File: config.mk
export PLATFORM = sky130hd
export DESIGN_NAME = vga_compositor
export DESIGN_NICKNAME = d
export VERILOG_FILES = /design/src/rtl/vga_compositor.sv
export SDC_FILE = /design/constraint.sdc
export NUM_CORES = 1
export LEC_CHECK = 0
export BUFFER_PORTS_ARGS = -buffer_cell sky130_fd_sc_hd__buf_2
export CORE_ASPECT_RATIO = 1.5
export CORE_MARGIN = 2
export CORE_UTILIZATION = 50
export DETAILED_ROUTE_END_ITERATION = 10
export PLACE_DENSITY_LB_ADDON = 0.15
export SETUP_SLACK_MARGIN = 0.02
export SLEW_MARGIN = 20
export SYNTH_ARGS = -nofsm -noshare
export SYNTH_HDL_FRONTEND = slang
export SYNTH_SLANG_ARGS = --single-unit
File: constraint.sdc
create_clock -name dclk -period 10.5 [get_ports dclk]
set_input_delay 0.525 -clock dclk [delete_from_list [all_inputs] [get_ports dclk]]
set_output_delay 0.525 -clock dclk [all_outputs]
set_load 0.03 [all_outputs]
File: src/rtl/vga_compositor.sv
// -----------------------------------------------------------------------------
// vga_compositor
//
// Configurable VGA timing generator with an N-layer fixed-priority compositor.
// The x/y counters drive the upstream layer sources. Their answers come back
// LAYER_LAT cycles later. The winning layer colour then passes through a
// two-stage pipeline. The raw syncs and display enable are delayed by the same
// amount, so hsync/vsync/de leave the block aligned with rgb.
//
// Optional feature (macro VGA_COLORKEY_EN):
//   When defined, the key_rgb port is added. A layer whose colour equals
//   key_rgb is treated as transparent for that pixel.
//
// Ports:
//   dclk        in   pixel clock
//   rst         in   asynchronous, active-high reset
//   layer_on    in   per-layer coverage of the pixel answered this cycle
//   layer_rgb   in   per-layer colour, layer i at [i*RGB_W +: RGB_W]
//   layer_mask  in   per-layer enable, captured once per frame at frame_start
//   bg_rgb      in   background colour, used when no layer qualifies
//   key_rgb     in   transparent colour key (VGA_COLORKEY_EN only)
//   x, y        out  pixel counters presented to the layer sources
//   frame_start out  high while x=0 and y=0 (not delayed)
//   hsync       out  horizontal sync, SYNC_POL when asserted, aligned to rgb
//   vsync       out  vertical sync, SYNC_POL when asserted, aligned to rgb
//   de          out  display enable, aligned to rgb
//   rgb         out  composited pixel, forced to 0 outside the active area
// -----------------------------------------------------------------------------
module vga_compositor #(
  parameter int H_ACTIVE  = 640,
  parameter int H_FP      = 16,
  parameter int H_SYNC    = 96,
  parameter int H_BP      = 48,
  parameter int V_ACTIVE  = 480,
  parameter int V_FP      = 10,
  parameter int V_SYNC    = 2,
  parameter int V_BP      = 29,
  parameter int SYNC_POL  = 0,
  parameter int N_LAYERS  = 12,
  parameter int RGB_W     = 8,
  parameter int LAYER_LAT = 1
) (
  input  logic                        dclk,
  input  logic                        rst,
  input  logic [N_LAYERS-1:0]         layer_on,
  input  logic [N_LAYERS*RGB_W-1:0]   layer_rgb,
  input  logic [N_LAYERS-1:0]         layer_mask,
  input  logic [RGB_W-1:0]            bg_rgb,
`ifdef VGA_COLORKEY_EN
  input  logic [RGB_W-1:0]            key_rgb,
`endif
  output logic [10:0]                 x,
  output logic [10:0]                 y,
  output logic                        frame_start,
  output logic                        hsync,
  output logic                        vsync,
  output logic                        de,
  output logic [RGB_W-1:0]            rgb
);

  localparam int H_TOT = H_ACTIVE + H_FP + H_SYNC + H_BP;
  localparam int V_TOT = V_ACTIVE + V_FP + V_SYNC + V_BP;
  localparam int IDX_W = (N_LAYERS > 1) ? $clog2(N_LAYERS) : 1;
  localparam int DLY_N = (LAYER_LAT > 0) ? LAYER_LAT : 1;

  localparam logic [10:0] H_LAST = 11'(H_TOT - 1);
  localparam logic [10:0] V_LAST = 11'(V_TOT - 1);
  localparam logic [10:0] H_ACT  = 11'(H_ACTIVE);
  localparam logic [10:0] V_ACT  = 11'(V_ACTIVE);
  localparam logic [10:0] HS_BEG = 11'(H_ACTIVE + H_FP);
  localparam logic [10:0] HS_END = 11'(H_ACTIVE + H_FP + H_SYNC);
  localparam logic [10:0] VS_BEG = 11'(V_ACTIVE + V_FP);
  localparam logic [10:0] VS_END = 11'(V_ACTIVE + V_FP + V_SYNC);
  localparam logic        SYNC_ON = (SYNC_POL != 0);

  // Control bundles carry active-high flags: [2]=hsync, [1]=vsync, [0]=de.
  logic [10:0]               x_q, x_d, y_q, y_d;
  logic [N_LAYERS-1:0]       mask_q, mask_d;
  logic [2:0]                ctl_raw, ctl_lat;
  logic [2:0]                dly_q [DLY_N];
  logic [2:0]                dly_d [DLY_N];
  logic [N_LAYERS-1:0]       qual;
  logic                      hit;
  logic [IDX_W-1:0]          idx;

  logic [IDX_W-1:0]          idx_p1_q, idx_p1_d;
  logic                      hit_p1_q, hit_p1_d;
  logic [N_LAYERS*RGB_W-1:0] lrgb_p1_q, lrgb_p1_d;
  logic [RGB_W-1:0]          bg_p1_q, bg_p1_d;
  logic [2:0]                ctl_p1_q, ctl_p1_d;

  logic [RGB_W-1:0]          sel_rgb;
  logic [RGB_W-1:0]          rgb_p2_q, rgb_p2_d;
  logic [2:0]                ctl_p2_q, ctl_p2_d;

  // Both counters wrap together at the last pixel of the last line.
  always_comb begin
    x_d = x_q + 11'd1;
    y_d = y_q;
    if (x_q == H_LAST) begin
      x_d = '0;
      y_d = (y_q == V_LAST) ? 11'd0 : y_q + 11'd1;
    end
  end

  assign frame_start = (x_q == 11'd0) && (y_q == 11'd0);

  always_comb begin
    ctl_raw    = '0;
    ctl_raw[2] = (x_q >= HS_BEG) && (x_q < HS_END);
    ctl_raw[1] = (y_q >= VS_BEG) && (y_q < VS_END);
    ctl_raw[0] = (x_q < H_ACT) && (y_q < V_ACT);
  end

  // The mask is latched only at the frame origin, so a frame never mixes two
  // different mask settings.
  always_comb begin
    mask_d = mask_q;
    if (frame_start) mask_d = layer_mask;
  end

  // Delay raw controls by LAYER_LAT so they meet the layer data they belong to.
  always_comb begin
    dly_d[0] = ctl_raw;
    for (int i = 1; i < DLY_N; i++) dly_d[i] = dly_q[i-1];
  end

  assign ctl_lat = (LAYER_LAT == 0) ? ctl_raw : dly_q[DLY_N-1];

  // The lowest qualifying index wins. Scanning downward lets lower indices
  // overwrite higher ones.
  always_comb begin
    qual = layer_on & mask_q;
`ifdef VGA_COLORKEY_EN
    for (int i = 0; i < N_LAYERS; i++) begin
      if (layer_rgb[i*RGB_W +: RGB_W] == key_rgb) qual[i] = 1'b0;
    end
`endif
    hit = |qual;
    idx = '0;
    for (int i = N_LAYERS - 1; i >= 0; i--) begin
      if (qual[i]) idx = IDX_W'(i);
    end
  end

  // ---- Stage A: winner index, sampled layer colours, delayed controls ----
  always_comb begin
    idx_p1_d  = idx;
    hit_p1_d  = hit;
    lrgb_p1_d = layer_rgb;
    bg_p1_d   = bg_rgb;
    ctl_p1_d  = ctl_lat;
  end

  // ---- Stage B: colour mux and blanking, output controls ----
  always_comb begin
    sel_rgb  = hit_p1_q ? lrgb_p1_q[idx_p1_q*RGB_W +: RGB_W] : bg_p1_q;
    rgb_p2_d = ctl_p1_q[0] ? sel_rgb : '0;
    ctl_p2_d = ctl_p1_q;
  end

  always_ff @(posedge dclk or posedge rst) begin
    if (rst) begin
      x_q       <= '0;
      y_q       <= '0;
      mask_q    <= '1;
      for (int i = 0; i < DLY_N; i++) dly_q[i] <= '0;
      idx_p1_q  <= '0;
      hit_p1_q  <= 1'b0;
      lrgb_p1_q <= '0;
      bg_p1_q   <= '0;
      ctl_p1_q  <= '0;
      rgb_p2_q  <= '0;
      ctl_p2_q  <= '0;
    end else begin
      x_q       <= x_d;
      y_q       <= y_d;
      mask_q    <= mask_d;
      for (int i = 0; i < DLY_N; i++) dly_q[i] <= dly_d[i];
      idx_p1_q  <= idx_p1_d;
      hit_p1_q  <= hit_p1_d;
      lrgb_p1_q <= lrgb_p1_d;
      bg_p1_q   <= bg_p1_d;
      ctl_p1_q  <= ctl_p1_d;
      rgb_p2_q  <= rgb_p2_d;
      ctl_p2_q  <= ctl_p2_d;
    end
  end

  assign x     = x_q;
  assign y     = y_q;
  assign rgb   = rgb_p2_q;
  assign de    = ctl_p2_q[0];
  assign hsync = ctl_p2_q[2] ? SYNC_ON : ~SYNC_ON;
  assign vsync = ctl_p2_q[1] ? SYNC_ON : ~SYNC_ON;

endmodule

==> flow_metrics.tcl <==
set metrics [dict create \
    end_kind "output port" \
    path_delay_family "simple AND/OR/NAND/NOR gates" \
    via_per_inst 5.30 \
    crit_required_ns 9.98 \
    drt_wl_total_microns 13300 \
    drive_gt1_share_pct 38.2 \
    row_count 48 \
    post_cts_resized 0 \
    yosys_register_bits 160 \
    diodes 0 \
    holdWs_ns 0.215 \
    wl_per_cell_microns 17.6 \
    ys_top_cells_by_count "dfrtp_1, mux2i_1, nand2_1, a22oi_1" \
    critPathMaxStageDelay_ns 0.49 \
    r2r_slack_ns 8.14 \
    cap_violations 0 \
    clkSlewWorstSetupHoldPaths_ns 0.07 \
    cts_buffers 17 \
    htree_levels 4 \
    start_util_pct 51.3 \
    reg2regPathDepth 4 \
    synthCells 428 \
    synth_cell_types 48 \
    hold_violations 0 \
    cts_hold_buf 0 \
    yosys.area.top_type "dfrtp_1" \
    dp_cells 722 \
    slew_violations 0 \
    postRouteAntennaNets 0 \
    grt_pass1_vias 4261 \
    fin_util_pct 64.8 \
    ys_warn_count 0 \
    finalCritPeriodShare_pct 23.3 \
    postCtsSetupBuffers 0 \
    fin_skew_ns 0.00918 \
    hpwl_microns 9650 \
    firstDrtPassIters 4 \
    worst_slew_margin_rel_pct 29.6 \
    synth_edf_count 0 \
    cp_slowest_cell "dfrtp_1" \
    leakage_nw 3.60 \
    gp_congestion 0.915 \
    ios 164 \
    grt_max_degree 82 \
    synthTopCellsByArea "dfrtp_1, mux2i_1, dfstp_2" \
    fin_nets 727 \
    worstPathCellList "nor4_1 -> nand2_1 -> nor3_1 -> buf_2" \
    min_period_ns 2.45 \
    overflow 0 \
    worst_slew_pin_slew_ns 1.05 \
    outcome "finished, final reports clean" \
    fmax_ghz 0.408 \
    start_kind "flop" \
    cp.buffers_inverters 1 \
    area_growth_pct 26.2 \
    min_from "layer_rgb[36]" \
    cts-root-buf "clkbuf_16" \
    synth_area_sq_um 5950 \
    cts.sink_count 160 \
    synthFlopType "dfrtp_1" \
    die_y_microns 138 \
    n_fill_cell 890 \
    regToRegEndpoint "mask_q[6]" \
    setup_tns_ns 0 \
    hold_class "input pin to flop" \
    syn_avg_cell_area_sq_um 13.9 \
    fp.coreArea_sq_um 11600 \
    synthArstFlopShare_pct 100 \
    grtUsageTotal_pct 21.6 \
    min_path_cells 1 \
    io_buffers 163 \
    antenna_found_initial 0 \
    yosysMostFrequentCell "dfrtp_1" \
    cts_tree "done" \
    yosysSeqAreaShare_pct 67.5 \
    die_w_microns 93.1 \
    grt_pass1_wl_microns 20900 \
    drt-initial-drc-count 139 \
    dieArea_sq_um 12800 \
    clockBufferDepth 2 \
    p_per_area_nw_per_um2 186 \
    irDropWorstVdd_v 0.000115 \
    crit_type "flop to output port" \
    synth_nets 563 \
    arrival_ns 1.92 \
    crit-reg2reg-launch "x[4]" \
    critical_path.max_fanout 9 \
    netlist.area_leader.share_pct 62.2 \
    via_count 3999 \
    drc_errors 0 \
    stdcell_count 755 \
    min_to "lrgb_p1_q[36]" \
    rsz0062_at_grt "false" \
    clk_latency_ns 0.41 \
    finalSetupViolCount 0 \
]
registers in the layout, indices dropped and copies added (netlist names):
signal and count:
ctl_lat 3, idx_p1_q 4, mask_q 12, y 11, lrgb_p1_q 96, hit_p1_q 1
bg_p1_q 8, rgb 8, x 11, ctl_p1_q 3, ctl_p2_q 3
report_power, final:
part / leakage [nW] / switching (mW) / internal [mW]
sequential: 1.89 / 0.0114 / 0.650
clock: 0.285 / 0.244 / 0.360
combinational: 1.42 / 0.0751 / 0.0538
worst register-to-register path: cells and delay by family, from the launching register on:
| kind | cells | cell delay (ns) |
|---|---|---|
| and+or+nand+nor | 3 | 1.38 |
| DFF | 1 | 0.49 |
| muxes | 1 | 0.42 |
how the worst max path moves through the flow:
stage                             end  start  slack [ns]  cells after the start
final                     frame_start   x[4]        8.05                      4
after global routing      frame_start   x[4]        7.98                      4
after CTS                 frame_start   x[4]        8.04                      4
after detailed placement    mask_q[6]   x[4]        8.13                      4
after global placement      mask_q[1]   x[4]        8.19                      4
after floorplan            bg_p1_q[0]    rst        5.67                      1
logic make-up after synthesis:
| kind of cell | synth area share [%] |
|---|---|
| buffers and inverters | 2.25 |
| AOI/OAI and AO/OA | 7.88 |
| xor gates and xnor gates | 1.91 |
| adders and majority gates | 1.05 |
| DFF | 67.5 |
| and+or+nand+nor | 8.68 |
| muxes | 10.7 |
area by class of cell:
type / instances / area, sq um / share of cell area [%]
multi-input cells: 236 / 1800 / 24.0
well taps: 150 / 188 / 2.50
clock inverters: 14 / 156 / 2.08
flip-flops and latches: 160 / 4020 / 53.5
inverters: 11 / 46.3 / 0.616
repair buffers: 166 / 858 / 11.4
clock buffers: 18 / 439 / 5.85
per-stage QoR:
| stage | total power, mW | cell area (sq um) | setup slack (ns) |
|---|---|---|---|
| 5_1_grt | 1.45 | 7510 | 7.98 |
| 4_1_cts | 1.41 | 7480 | 8.04 |
| 3_3_place_gp | 0.799 | 6890 | 8.19 |
| 2_1_floorplan | 0.749 | 5950 | 5.67 |
| 3_5_place_dp | 0.803 | 6890 | 8.13 |
| 6_report | 1.39 | 7510 | 8.05 |
per-layer routing:
layer | GRT usage (%) | wire length [microns] | vias up
li1 | - | - | 1873
met1 | 24.2 | 4850 | 1957
met2 | 38.0 | 7200 | 151
met3 | 7.66 | 974 | 18
met4 | 7.92 | 247 | 0
met5 | 0 | 0 | -
placed cells by master, fill, tap and decap left out, types with 3 or more instances in the layout:
cell and instances:
clkbuf_16 17, o221ai_1 8, ha_1 5, nand3_1 13, o211ai_1 8, inv_1 10
nand2_1 26, inv_6 4, dfstp_2 12, dfrtp_1 147, clkinvlp_4 3, o21ai_0 12
clkinv_4 3, xnor2_1 7, and4_1 3, mux2_2 13, nand4_1 5, nor2_1 13
nor3_1 7, buf_2 163, a22oi_1 20, xor2_1 6, mux2i_1 49, nor4_1 5
No activity file was read; power rests on OpenSTA's default activity.
